**config.mk**
```make
export PLATFORM = sky130hd
export DESIGN_NAME = map_port_arbiter_flat
export DESIGN_NICKNAME = d
export VERILOG_FILES = /design/src/rtl/map_port_arbiter_if.sv /design/src/rtl/map_port_arbiter.sv /design/src/flat_wrapper.sv
export SDC_FILE = /design/constraint.sdc
export NUM_CORES = 1
export LEC_CHECK = 0
export CAP_MARGIN = 20
export CORE_MARGIN = 2
export CORE_UTILIZATION = 46
export CTS_CLUSTER_DIAMETER = 200
export CTS_CLUSTER_SIZE = 16
export DETAILED_ROUTE_END_ITERATION = 12
export PLACE_DENSITY_LB_ADDON = 0.3
export SETUP_SLACK_MARGIN = 0.4
export SYNTH_ARGS = -nofsm -noshare
export SYNTH_HDL_FRONTEND = slang
export SYNTH_SLANG_ARGS = --single-unit
```
**constraint.sdc**
```tcl
create_clock -name CLOCK_50 -period 4 [get_ports CLOCK_50]
set_input_delay 0.4 -clock CLOCK_50 [delete_from_list [all_inputs] [get_ports CLOCK_50]]
set_output_delay 0.4 -clock CLOCK_50 [all_outputs]
set_load 0.05 [all_outputs]
```
**src/rtl/map_port_arbiter_if.sv**
```systemverilog
// Map RAM port-B access bus shared by the three sprite requesters and the arbiter.
// The master side (requesters + RAM model) drives requests and read data; the slave is the arbiter.
interface map_port_arbiter_if;
    logic [2:0]   req;
    logic [17:0]  req_x;
    logic [14:0]  req_y;
    logic [11:0]  req_tile;
    logic [2:0]   grant;
    logic [2:0]   done;
    logic [3:0]   old_tile;
    logic         err;
    logic         busy;
    logic [4:0]   wraddr;
    logic [159:0] wrdata;
    logic         wren;
    logic [159:0] redata;

    modport master (
        output req, req_x, req_y, req_tile, redata,
        input  grant, done, old_tile, err, busy, wraddr, wrdata, wren
    );

    modport slave (
        input  req, req_x, req_y, req_tile, redata,
        output grant, done, old_tile, err, busy, wraddr, wrdata, wren
    );
endinterface

```
**src/rtl/map_port_arbiter.sv**
```systemverilog
// Round-robin arbiter giving pacman and two ghosts read-modify-write access to one map tile
// through map RAM port B (read a 40-tile row, replace one nibble, write it back).
module map_port_arbiter #(
    parameter int RD_LAT   = 2,
    parameter int MAP_COLS = 40,
    parameter int MAP_ROWS = 30
) (
    input logic             CLOCK_50,
    input logic             reset,
    map_port_arbiter_if.slave bus
);
    typedef enum logic [1:0] {IDLE, READ, WRITE, DONE} state_t;

    state_t      state;
    logic [1:0]  last;      // index granted most recently; search starts after it
    logic [1:0]  win_q;
    logic [5:0]  x_q;
    logic [3:0]  tile_q;
    logic [3:0]  rd_nib_q;
    logic [7:0]  cnt;

    logic        any;
    logic [1:0]  win;
    logic [5:0]  win_x;
    logic [4:0]  win_y;
    logic [3:0]  win_tile;
    logic        legal;
    logic [7:0]  nib_lo;
    logic [159:0] new_word;

    always_comb begin
        any = 1'b0;
        win = last;
        for (int k = 1; k <= 3; k++) begin
            int idx;
            idx = (int'(last) + k) % 3;
            if (!any && bus.req[idx]) begin
                any = 1'b1;
                win = 2'(idx);
            end
        end
    end

    assign win_x    = bus.req_x[6*win +: 6];
    assign win_y    = bus.req_y[5*win +: 5];
    assign win_tile = bus.req_tile[4*win +: 4];
    assign legal    = (int'(win_x) < MAP_COLS) && (int'(win_y) < MAP_ROWS);

    // x=0 is the most significant nibble of the row word
    assign nib_lo = 8'(156 - 4 * int'(x_q));

    always_comb begin
        new_word = bus.redata;
        new_word[nib_lo +: 4] = tile_q;
    end

    assign bus.busy = (state != IDLE);

    always_ff @(posedge CLOCK_50) begin
        if (reset) begin
            state        <= IDLE;
            last         <= 2'd2;
            win_q        <= '0;
            x_q          <= '0;
            tile_q       <= '0;
            rd_nib_q     <= '0;
            cnt          <= '0;
            bus.grant    <= '0;
            bus.done     <= '0;
            bus.err      <= 1'b0;
            bus.old_tile <= '0;
            bus.wraddr   <= '0;
            bus.wrdata   <= '0;
            bus.wren     <= 1'b0;
        end else begin
            bus.grant <= '0;
            bus.done  <= '0;
            bus.err   <= 1'b0;
            bus.wren  <= 1'b0;
            case (state)
                IDLE: begin
                    if (any) begin
                        last      <= win;
                        bus.grant <= 3'b001 << win;
                        if (legal) begin
                            win_q      <= win;
                            x_q        <= win_x;
                            tile_q     <= win_tile;
                            bus.wraddr <= win_y;
                            cnt        <= '0;
                            state      <= READ;
                        end else begin
                            bus.err <= 1'b1;
                        end
                    end
                end
                READ: begin
                    if (cnt == 8'(RD_LAT - 1)) begin
                        rd_nib_q   <= bus.redata[nib_lo +: 4];
                        bus.wrdata <= new_word;
                        bus.wren   <= 1'b1;
                        state      <= WRITE;
                    end else begin
                        cnt <= cnt + 8'd1;
                    end
                end
                WRITE: begin
                    bus.done     <= 3'b001 << win_q;
                    bus.old_tile <= rd_nib_q;
                    state        <= DONE;
                end
                DONE: begin
                    state <= IDLE;
                end
                default: state <= IDLE;
            endcase
        end
    end
endmodule

```
**src/flat_wrapper.sv**
```systemverilog
// flat-port wrapper written by rule: the top's interface ports become plain ports
module map_port_arbiter_flat 
#(
    parameter int RD_LAT   = 2,
    parameter int MAP_COLS = 40,
    parameter int MAP_ROWS = 30
)
  (CLOCK_50, reset, bus_req, bus_req_x, bus_req_y, bus_req_tile, bus_redata, bus_grant, bus_done, bus_old_tile, bus_err, bus_busy, bus_wraddr, bus_wrdata, bus_wren);
  map_port_arbiter_if bus_i ();
  input logic CLOCK_50;
  input logic reset;
  input wire logic [$bits(bus_i.req)-1:0] bus_req;
  input wire logic [$bits(bus_i.req_x)-1:0] bus_req_x;
  input wire logic [$bits(bus_i.req_y)-1:0] bus_req_y;
  input wire logic [$bits(bus_i.req_tile)-1:0] bus_req_tile;
  input wire logic [$bits(bus_i.redata)-1:0] bus_redata;
  output wire logic [$bits(bus_i.grant)-1:0] bus_grant;
  output wire logic [$bits(bus_i.done)-1:0] bus_done;
  output wire logic [$bits(bus_i.old_tile)-1:0] bus_old_tile;
  output wire logic [$bits(bus_i.err)-1:0] bus_err;
  output wire logic [$bits(bus_i.busy)-1:0] bus_busy;
  output wire logic [$bits(bus_i.wraddr)-1:0] bus_wraddr;
  output wire logic [$bits(bus_i.wrdata)-1:0] bus_wrdata;
  output wire logic [$bits(bus_i.wren)-1:0] bus_wren;
  assign bus_i.req = bus_req;
  assign bus_i.req_x = bus_req_x;
  assign bus_i.req_y = bus_req_y;
  assign bus_i.req_tile = bus_req_tile;
  assign bus_i.redata = bus_redata;
  assign bus_grant = bus_i.grant;
  assign bus_done = bus_i.done;
  assign bus_old_tile = bus_i.old_tile;
  assign bus_err = bus_i.err;
  assign bus_busy = bus_i.busy;
  assign bus_wraddr = bus_i.wraddr;
  assign bus_wrdata = bus_i.wrdata;
  assign bus_wren = bus_i.wren;
  map_port_arbiter #(.RD_LAT(RD_LAT), .MAP_COLS(MAP_COLS), .MAP_ROWS(MAP_ROWS)) u_core (.CLOCK_50(CLOCK_50), .reset(reset), .bus(bus_i));
endmodule
```
==> reports/qor.csv, run 1 <==
stage,metric,value,unit
pwr,seq_power_share,0.255,
synth,syn-cell-area,11400,um^2
hold_path,worstHoldEndpoint,u_core.bus.wren$_SDFF_PP0_,
pwr,cellLeakagePower,0.00531,uW
critical_path,r2r_cells,10,
clock_network,clock_latency,0.50,ns
pwr,switching_share,0.464,
synth,synthAdderAreaFrac,0.0154,
critical_path,criticalPathCategory,register to register,
final_layout,fin_util,0.661,
sta,tns,0,ns
hold_path,hold_class,input port to register,
synth,synth_area_leaders,"dfxtp_1 (36%), mux2i_1 (16%), a211oi_1 (11%), mux4_2 (9.5%), nor2_1 (7.7%)",
floorplanning,die_w,161,um
sta,relSlewSlack,0.210,
global_route,grt_pass1_vias,10800,
synth,synthArstFlopShare,0,
clock_network,root_buffer,clkbuf_16,
synth,muxShareOfSynthArea,0.261,
clock_network,cts_tree,done,
clock_network,worst_setup_hold_path_clk_slew,0.07,ns
synth,synth-simple-area-share,0.144,
sta,layout_min_cycle_time,3.43,ns
synth,synth_edf_count,0,
critical_path,rrSetupSlack,0.57,ns
pwr,pwr-share-comb,0.594,
pwr,ir_worst_vdd,0.000490,V
drt,first_pass_iters,5,
critical_path,critPathArrivalTime,3.83,ns
place,placed_area,15500,um^2
clock_network,cts_buffer_depth,3,
synth,synth-compound-area-share,0.171,
final_layout,layout.nets,1760,
synth,syn-num-nets,1430,
critical_path,cp.required,4.40,ns
floorplanning,initial_utilization,0.468,
drt,wl_per_cell,23.9,um
place,place_congestion,0.925,
synth,yosys.cell_types.count,62,
synth,ys_ff_latch,205,
synth,synth_warnings,0,
critical_path,critPathCaptureType,register,
final_layout,fillers,1985,
drt,vias,11200,
place,dp_slack,0.147,ns
critical_path,reg2reg_to,u_core.bus.wrdata[39]$_SDFFE_PP0P_,
place,hpwl,33.1,mm
synth,syn_inst,1206,
final_layout,area_growth,41.2,%
pwr,p_int,5370,uW
drt,drt-total-wl,44.6,mm
clock_network,clock-sinks,205,
floorplanning,core,24300,um^2
floorplanning,top_level_ports,388,
hold_path,hold_path_startpoint,reset,
sta,slew_viol_final,0,
hold_path,hold_depth,2,
pwr,clkPwrFrac,0.151,
synth,synth_top_family_by_area,multiplexers,
sta,finalSetupViolations,0,
synth,syn_area_per_cell,9.44,um^2
pwr,p_switching,4640,uW
sta,finalCritPeriodShare,0.857,
global_route,grt_overflow_total,0,
drt,ant_nets,0,
sta,hold_viol,0,
clock_network,cts.htree.levels,1,
global_route,grt_max_degree,128,
sta,max_slew.worst_pin.slew,1.18,ns
sta,worst_clock_skew,0.0166,ns
job,maxCapViolations,0,
floorplanning,die_y,161,um
synth,ys.flop_type,dfxtp_1,
final_layout,fin_area,16100,um^2
sta,rsz0062_at_grt,yes,
clock_network,cts_made_buffers,16,
synth,yosysTopAreaCell,dfxtp_1,
synth,seq_area_frac_synth,0.361,
critical_path,worstPathMaxFanout,15,
final_layout,drive_gt1_frac,0.0995,
global_route,grt_usage,0.331,
critical_path,startpoint_type,register,
drt,drc_errors,0,
critical_path,reg2reg_from,u_core.x_q[3]$_SDFFE_PP0P_,
drt,drt_iter0_markers,1034,
status,outcome,"complete, no violations",
drt,viasPerCell,6.01,
floorplanning,num_rows,57,
final_layout,layout_commonest_cell,clkdlybuf4s50_1,
final_layout,layout_common_cells,"clkdlybuf4s50_1 (386), nor2_1 (231), dfxtp_1 (202)",
sta,setup_slack,0.572,ns
global_route,antenna_found_initial,3,
floorplanning,die_area,26000,um^2
synth,synth_xor_area_frac,0.00462,
synth,netlist.area_leader.share,0.361,
place,io_buffers,387,
sta,clock.fmax,292,MHz
pwr,p_per_area,623,nW/um^2
global_route,grt_pass1_wl,65.8,mm
[critical path, stage by stage, from the launching register on]
cell and delay, ns:
dfxtp_1 0.32, buf_4 0.20, inv_2 0.07, ha_1 0.21, ha_1 0.28, inv_1 0.15, xnor2_1 0.40, nand2_1 0.41
nor3_1 0.84, mux2i_1 0.19, a211oi_1 0.27
[stage by stage]
step / power (uW) / instances / hold slack (ns)
floorplan: 6590 / 1206 / 0.422
global placement: 8220 / 1840 / 0.433
detailed placement: 8330 / 1840 / 0.453
CTS: 9870 / 1859 / 0.475
global route: 10500 / 1862 / 0.490
finish: 10000 / 1863 / 0.459
[synth_stat cells, drive strengths merged (18+ instances only)]
cell type	instances
buf	18
nand3	18
a211oi	178
clkbuf	89
nor2	240
nand2	31
a21oi	22
dfxtp	205
nor3	29
mux2i	186
mux4	48
[routing by layer]
metal / vias up / GRT usage / wire [um]
li1: 5128 / - / -
met1: 5393 / 0.436 / 18200
met2: 596 / 0.537 / 20700
met3: 85 / 0.0773 / 4180
met4: 0 / 0.108 / 1490
met5: - / 0 / 0
[flip-flops by register name, indices dropped and copies added (netlist names), 3 cells and up]
register and count:
u_core.bus.wraddr 5, u_core.rd_nib_q 4, u_core.bus.old_tile 4, u_core.cnt 8
u_core.x_q 6, u_core.tile_q 4, u_core.bus.done 3, u_core.bus.wrdata 160
u_core.bus.grant 3
[logic make-up (layout without fill, tap and decap cells)]
family / Yosys count / count (layout)
simple gates: 374 / 374
compound gates: 249 / 249
mux: 236 / 236
flops: 205 / 205
buf+inv: 122 / 453
fa+ha+maj: 14 / 14
xor+xnor: 6 / 6
other cells: 0 / 2
[power by group through the flow]
stage / Sequential (uW) / Combinational, uW / Clock [uW]
floorplan: 3380 / 3210 / 0
global placement: 2580 / 5640 / 0
detailed placement: 2590 / 5740 / 0
CTS: 2550 / 5800 / 1530
global route: 2580 / 6300 / 1610
finish: 2550 / 5950 / 1510
[area by class of cell]
cell class,instances,area (um^2),area share
clock inverter,1,5.00,0.000312
timing repair buffer,419,4170,0.259
tap,324,405,0.0252
multi-input combinational,879,6890,0.429
inverter,15,56.3,0.00350
antenna,2,5.00,0.000312
clock buffer,18,429,0.0267
sequential,205,4110,0.256
[worst max path at each step]
| stage | cells past startpoint | slack (ns) | start | end |
|---|---|---|---|---|
| 2_1_floorplan | 13 | 0.61 | u_core.last[0]$_SDFFE_PP0P_ | u_core.x_q[5]$_SDFFE_PP0P_ |
| 3_3_place_gp | 11 | 0.37 | bus_req[1] | u_core.cnt[1]$_SDFFE_PP0P_ |
| 3_5_place_dp | 10 | 0.15 | bus_req[1] | u_core.state[0]$_SDFFE_PP0P_ |
| 4_1_cts | 12 | 0.40 | u_core.last[0]$_SDFFE_PP0P_ | u_core.x_q[5]$_SDFFE_PP0P_ |
| 5_1_grt | 10 | 0.36 | u_core.x_q[3]$_SDFFE_PP0P_ | u_core.bus.wrdata[113]$_SDFFE_PP0P_ |
| 6_report | 10 | 0.57 | u_core.x_q[3]$_SDFFE_PP0P_ | u_core.bus.wrdata[39]$_SDFFE_PP0P_ |
[what timing repair did]
action                                  4_1_cts  5_1_grt
pin swaps                                     0        4
hold buffers                                  0        0
hold endpoints to repair                      0        0
gates cloned                                  0        0
endpoints found under the setup margin       27       43
gates resized for setup                       3       18
setup buffers                                 0        2
(Power assumes the default switching activity.)
==> inputs of run 2 (changes only) <==
Settings changed: CORE_MARGIN 2 to unset.
==> run 2 against run 1 <==
  * Sequential power barely moved
  * Register-to-register slack got worse by 0.099 ns
  * Maximum frequency fell by 2.8%
  * Critical path depth fell by 5
  * Setup slack lost 0.099 ns
  * Sequential cell count is the same
  * Worst hold slack lost 0.026 ns
  * Combinational power increased by 0.8%
  * Clock-buffer cell count stayed put
  * Critical path type unchanged
  * Largest power group unchanged
==> reports/qor.csv, run 2 (synthesis results as in run 1) <==
stage,metric,value,unit
sta,finalSetupViolations,0,
pwr,p_per_area,627,nW/um^2
clock_network,cts_tree,done,
floorplanning,top_level_ports,388,
job,maxCapViolations,0,
critical_path,critPathCaptureType,register,
clock_network,root_buffer,clkbuf_16,
clock_network,clock_latency,0.49,ns
critical_path,crit_chain,xor2_1 -> nand2b_1 -> nor2_1 -> mux2i_1 -> a211oi_1,
status,outcome,"complete, no violations",
final_layout,register_area,4110,um^2
final_layout,drive_gt1_frac,0.0977,
sta,hold_slack,0.433,ns
final_layout,reg_top3,"u_core.bus.wrdata: 160 flops, u_core.cnt: 8 flops, u_core.x_q: 6 flops",
final_layout,fillers,1998,
critical_path,slowest_delay,1.01,ns
place,dp_slack,0.244,ns
critical_path,criticalPathCategory,register to register,
floorplanning,num_rows,57,
place,place_congestion,0.897,
hold_path,hold_class,input port to register,
hold_path,hold_path_startpoint,reset,
clock_network,worst_setup_hold_path_clk_slew,0.08,ns
sta,rsz0062_at_grt,yes,
final_layout,fin_area,16100,um^2
drt,vias,11100,
critical_path,crit_buf_inv,0,
global_route,grt_overflow_total,0,
pwr,ir_worst_vdd,0.000420,V
sta,tns,0,ns
final_layout,fin_util,0.660,
drt,drt_iter0_markers,851,
clock_network,postCtsHoldBufs,0,
clock_network,cts.htree.levels,1,
final_layout,layout_common_cells,"clkdlybuf4s50_1 (386), nor2_1 (231), dfxtp_1 (201)",
global_route,grt_usage,0.337,
final_layout,layout_commonest_cell,clkdlybuf4s50_1,
final_layout,largest_reg_flops,160,
floorplanning,die_area,25400,um^2
place,placed_area,15500,um^2
sta,slew_viol_final,0,
sta,relSlewSlack,0.202,
global_route,grt_pass1_wl,65.5,mm
place,hpwl,32.2,mm
final_layout,area_growth,41.1,%
drt,wl_per_cell,23.5,um
floorplanning,die_w,159,um
sta,layout_min_cycle_time,3.53,ns
drt,first_pass_iters,5,
global_route,antenna_found_initial,4,
final_layout,multiInputGateArea,6880,um^2
sta,worst_clock_skew,0.0115,ns
pwr,cellLeakagePower,0.00530,uW
sta,hold_viol,0,
drt,ant_nets,0,
drt,drt-total-wl,43.8,mm
critical_path,critPathArrivalTime,3.93,ns
drt,viasPerCell,5.95,
clock_network,cts_buffer_depth,3,
critical_path,startpoint_type,register,
clock_network,clock-sinks,205,
final_layout,layout.nets,1758,
sta,finalCritPeriodShare,0.882,
final_layout,regMostFlops,u_core.bus.wrdata,
floorplanning,die_y,159,um
critical_path,cp.required,4.40,ns
critical_path,crit_family,simple AND/OR/NAND/NOR gates,
critical_path,reg2reg_from,u_core.x_q[2]$_SDFFE_PP0P_,
global_route,grt_max_degree,126,
floorplanning,initial_utilization,0.468,
place,io_buffers,387,
critical_path,startpoint,u_core.x_q[2]$_SDFFE_PP0P_,
critical_path,worstPathMaxFanout,12,
drt,drc_errors,0,
global_route,grt_pass1_vias,10700,
sta,setup_slack,0.473,ns
sta,max_slew.worst_pin.slew,1.19,ns
clock_network,cts_made_buffers,16,
critical_path,cpMaxStageDelayCell,nor2_1,
sta,clock.fmax,284,MHz
floorplanning,core,24300,um^2
==> run 2: stage by stage <==
stage / instances / total power, uW
after floorplan: 1206 / 6590
after global placement: 1834 / 8220
after detailed placement: 1834 / 8290
after CTS: 1854 / 9840
after global routing: 1861 / 10600
final: 1862 / 10100
==> run 2: report_power, final <==
part	total, uW	leakage (uW)	switching [uW]	internal (uW)
Sequential	2570	0.00166	208	2360
Clock	1500	0.000215	744	759
Combinational	6000	0.00343	3710	2290
Total	10100	0.00530	4660	5410
==> run 2: path summary, 6_finish.rpt <==
check,to,slack [ns],depth (start not counted)
min,u_core.last[0]$_SDFFE_PP0P_,0.43,2
max reg2reg,u_core.bus.wrdata[14]$_SDFFE_PP0P_,0.47,5
min reg2reg,u_core.bus.done[2]$_SDFF_PP0_,0.47,1
max,u_core.bus.wrdata[14]$_SDFFE_PP0P_,0.47,5
==> run 2: final cells by class <==
type	count	share of cell area
Antenna cell	3	0.000467
Clock buffer	18	0.0267
Clock inverter	1	0.000312
Inverter	15	0.00351
Multi-Input combinational cell	879	0.428
Sequential cell	205	0.256
Tap cell	324	0.0252
Timing Repair Buffer	417	0.259
==> run 2: timing repair <==
| action | in CTS | in global routing |
|---|---|---|
| endpoints found under the setup margin | 10 | 58 |
| setup buffers | 1 | 4 |
| pin swaps | 1 | 5 |
| gates resized for setup | 3 | 16 |
| cloned | 0 | 1 |
==> run 2: per-layer routing <==
metal  wire (um)  part of all wire  GRT usage  vias to the layer above
li1            -                 -          -                     5119
met1       18100              0.41      0.447                     5283
met2       20200              0.46      0.535                      573
met3        3780             0.086     0.0701                       98
met4        1690             0.039      0.137                        2
met5          13           0.00030          0                        -
==> inputs of run 3 (changes only) <==
Settings changed: CORE_MARGIN set to 1.5.
==> run 3 against run 2 <==
  * Worst hold slack improved by 0.0087 ns
  * Combinational power rose by 1%
  * Die area increased by 1.3%
  * Clock power up 3%
  * Final area rose by 0.49%
  * Clock skew hardly changed
  * Global-route usage is 0.27 points lower
  * Critical path depth grew 2
  * Non-clock buffer count increased by 10
  * Largest power group unchanged
==> reports/qor.csv, run 3 (synthesis results as in run 1) <==
stage,metric,value,unit
global_route,grtUsageMet3,0.0713,
drt,ant_nets,0,
global_route,met1_usage,0.444,
pwr,cellLeakagePower,0.00537,uW
pwr,ir_worst_vdd,0.000378,V
final_layout,final_cells,1871,
hold_path,hold_class,input port to register,
final_layout,fillers,2004,
floorplanning,die_y,160,um
critical_path,cp.required,4.39,ns
sta,slew_viol_final,0,
global_route,busiest_layer,met2,
sta,hold_viol,0,
critical_path,startpoint_type,register,
global_route,grt_use_met2,0.537,
clock_network,clock_latency,0.50,ns
drt,viasPerCell,5.98,
floorplanning,die_w,160,um
place,hpwl,33.1,mm
clock_network,cts_tree,done,
critical_path,critPathCaptureType,register,
job,maxCapViolations,0,
final_layout,largest_reg_flops,160,
drt,wl_per_cell,23.9,um
sta,tns,0,ns
place,dpl.cell_count,1840,
final_layout,drive_gt1_frac,0.0997,
place,place_congestion,0.916,
clock_network,cts.htree.levels,1,
sta,finalCritPeriodShare,0.887,
drt,drt-total-wl,44.7,mm
global_route,grt_usage,0.334,
final_layout,layout_commonest_cell,clkdlybuf4s50_1,
final_layout,layout.nets,1768,
clock_network,cts_made_buffers,16,
sta,rsz0062_at_grt,yes,
pwr,p_per_area,632,nW/um^2
drt,drt_iter0_markers,1051,
clock_network,cts_buffer_depth,3,
sta,relSlewSlack,0.263,
clock_network,root_buffer,clkbuf_16,
sta,layout_min_cycle_time,3.55,ns
floorplanning,initial_utilization,0.468,
critical_path,worstPathMaxFanout,20,
status,outcome,"complete, no violations",
final_layout,layout_common_cells,"clkdlybuf4s50_1 (386), nor2_1 (232), dfxtp_1 (201)",
drt,first_pass_iters,5,
sta,max_slew.worst_pin.slew,1.10,ns
sta,finalSetupViolations,0,
final_layout,reg_top3,"u_core.bus.wrdata: 160 flops, u_core.cnt: 8 flops, u_core.x_q: 6 flops",
floorplanning,core,24300,um^2
drt,vias,11200,
clock_network,worst_setup_hold_path_clk_slew,0.08,ns
final_layout,area_growth,41.8,%
floorplanning,die_area,25700,um^2
clock_network,clock-sinks,205,
drt,drc_errors,0,
critical_path,criticalPathCategory,register to register,
floorplanning,top_level_ports,388,
final_layout,regMostFlops,u_core.bus.wrdata,
sta,worst_clock_skew,0.0112,ns
global_route,grt_overflow_total,0,
sta,clock.fmax,282,MHz
floorplanning,num_rows,57,
global_route,grt_pass1_wl,66.0,mm
place,io_buffers,387,
global_route,grt_max_degree,118,
critical_path,critPathArrivalTime,3.93,ns
global_route,grt_pass1_vias,10800,
global_route,antenna_found_initial,1,
-- run 3: routing by layer --
| metal | part of all wire | vias up |
|---|---|---|
| met5 | 0 | - |
| met4 | 0.034 | 0 |
| met3 | 0.094 | 95 |
| met2 | 0.46 | 604 |
| met1 | 0.41 | 5337 |
| li1 | - | 5153 |
-- run 3: path summary, 6_finish.rpt --
kind                                      from                            endpoint  slack, ns  cells past startpoint
hold / removal                           reset         u_core.last[0]$_SDFFE_PP0P_       0.44                      2
setup / recovery    u_core.x_q[0]$_SDFFE_PP0P_  u_core.bus.wrdata[45]$_SDFFE_PP0P_       0.45                      7
setup reg to reg    u_core.x_q[0]$_SDFFE_PP0P_  u_core.bus.wrdata[45]$_SDFFE_PP0P_       0.45                      7
hold reg to reg   u_core.win_q[0]$_SDFFE_PP0P_       u_core.bus.done[0]$_SDFF_PP0_       0.45                      1
-- run 3: critical path, stage by stage (launching register included) --
cell and delay [ns]:
dfxtp_4 0.58, ha_1 0.29, nand3_1 0.14, xor2_1 0.63, nand2_1 0.50, nor3_1 0.75
mux2i_1 0.21, a211oi_1 0.32
-- run 3: repair_timing --
| action | in CTS | in global routing |
|---|---|---|
| endpoints found under the setup margin | 11 | 64 |
| gates cloned | 0 | 1 |
| hold buffers | 0 | 0 |
| pin swaps | 2 | 5 |
| gates resized for setup | 2 | 11 |
| buffers inserted | 3 | 6 |
-- run 3: where the power goes --
part           total [uW]  internal [uW]  switching (uW)
registers            2600           2360             242
clock network        1540            760             776
logic                6060           2340            3720
-- run 3: through the flow --
step                      power, uW  hold WS (ns)   util  setup slack, ns  area (um^2)
after global routing          10700         0.460  0.663            0.327        16100
after detailed placement       8340         0.447  0.639            0.252        15500
after global placement         8250         0.438  0.639            0.378        15500
after CTS                      9930         0.452  0.658            0.351        16000
final                         10200         0.442  0.664            0.453        16100
after floorplan                6590         0.422      -            0.612        11400
-- run 3: layout make-up --
class	count	area (um^2)	share of cell area
tap	324	405	0.0251
antenna	2	5.00	0.000310
sequential	205	4110	0.255
multi-input combinational	879	6860	0.425
timing repair buffer	427	4270	0.264
inverter	15	56.3	0.00349
clock inverter	1	5.00	0.000310
clock buffer	18	429	0.0266
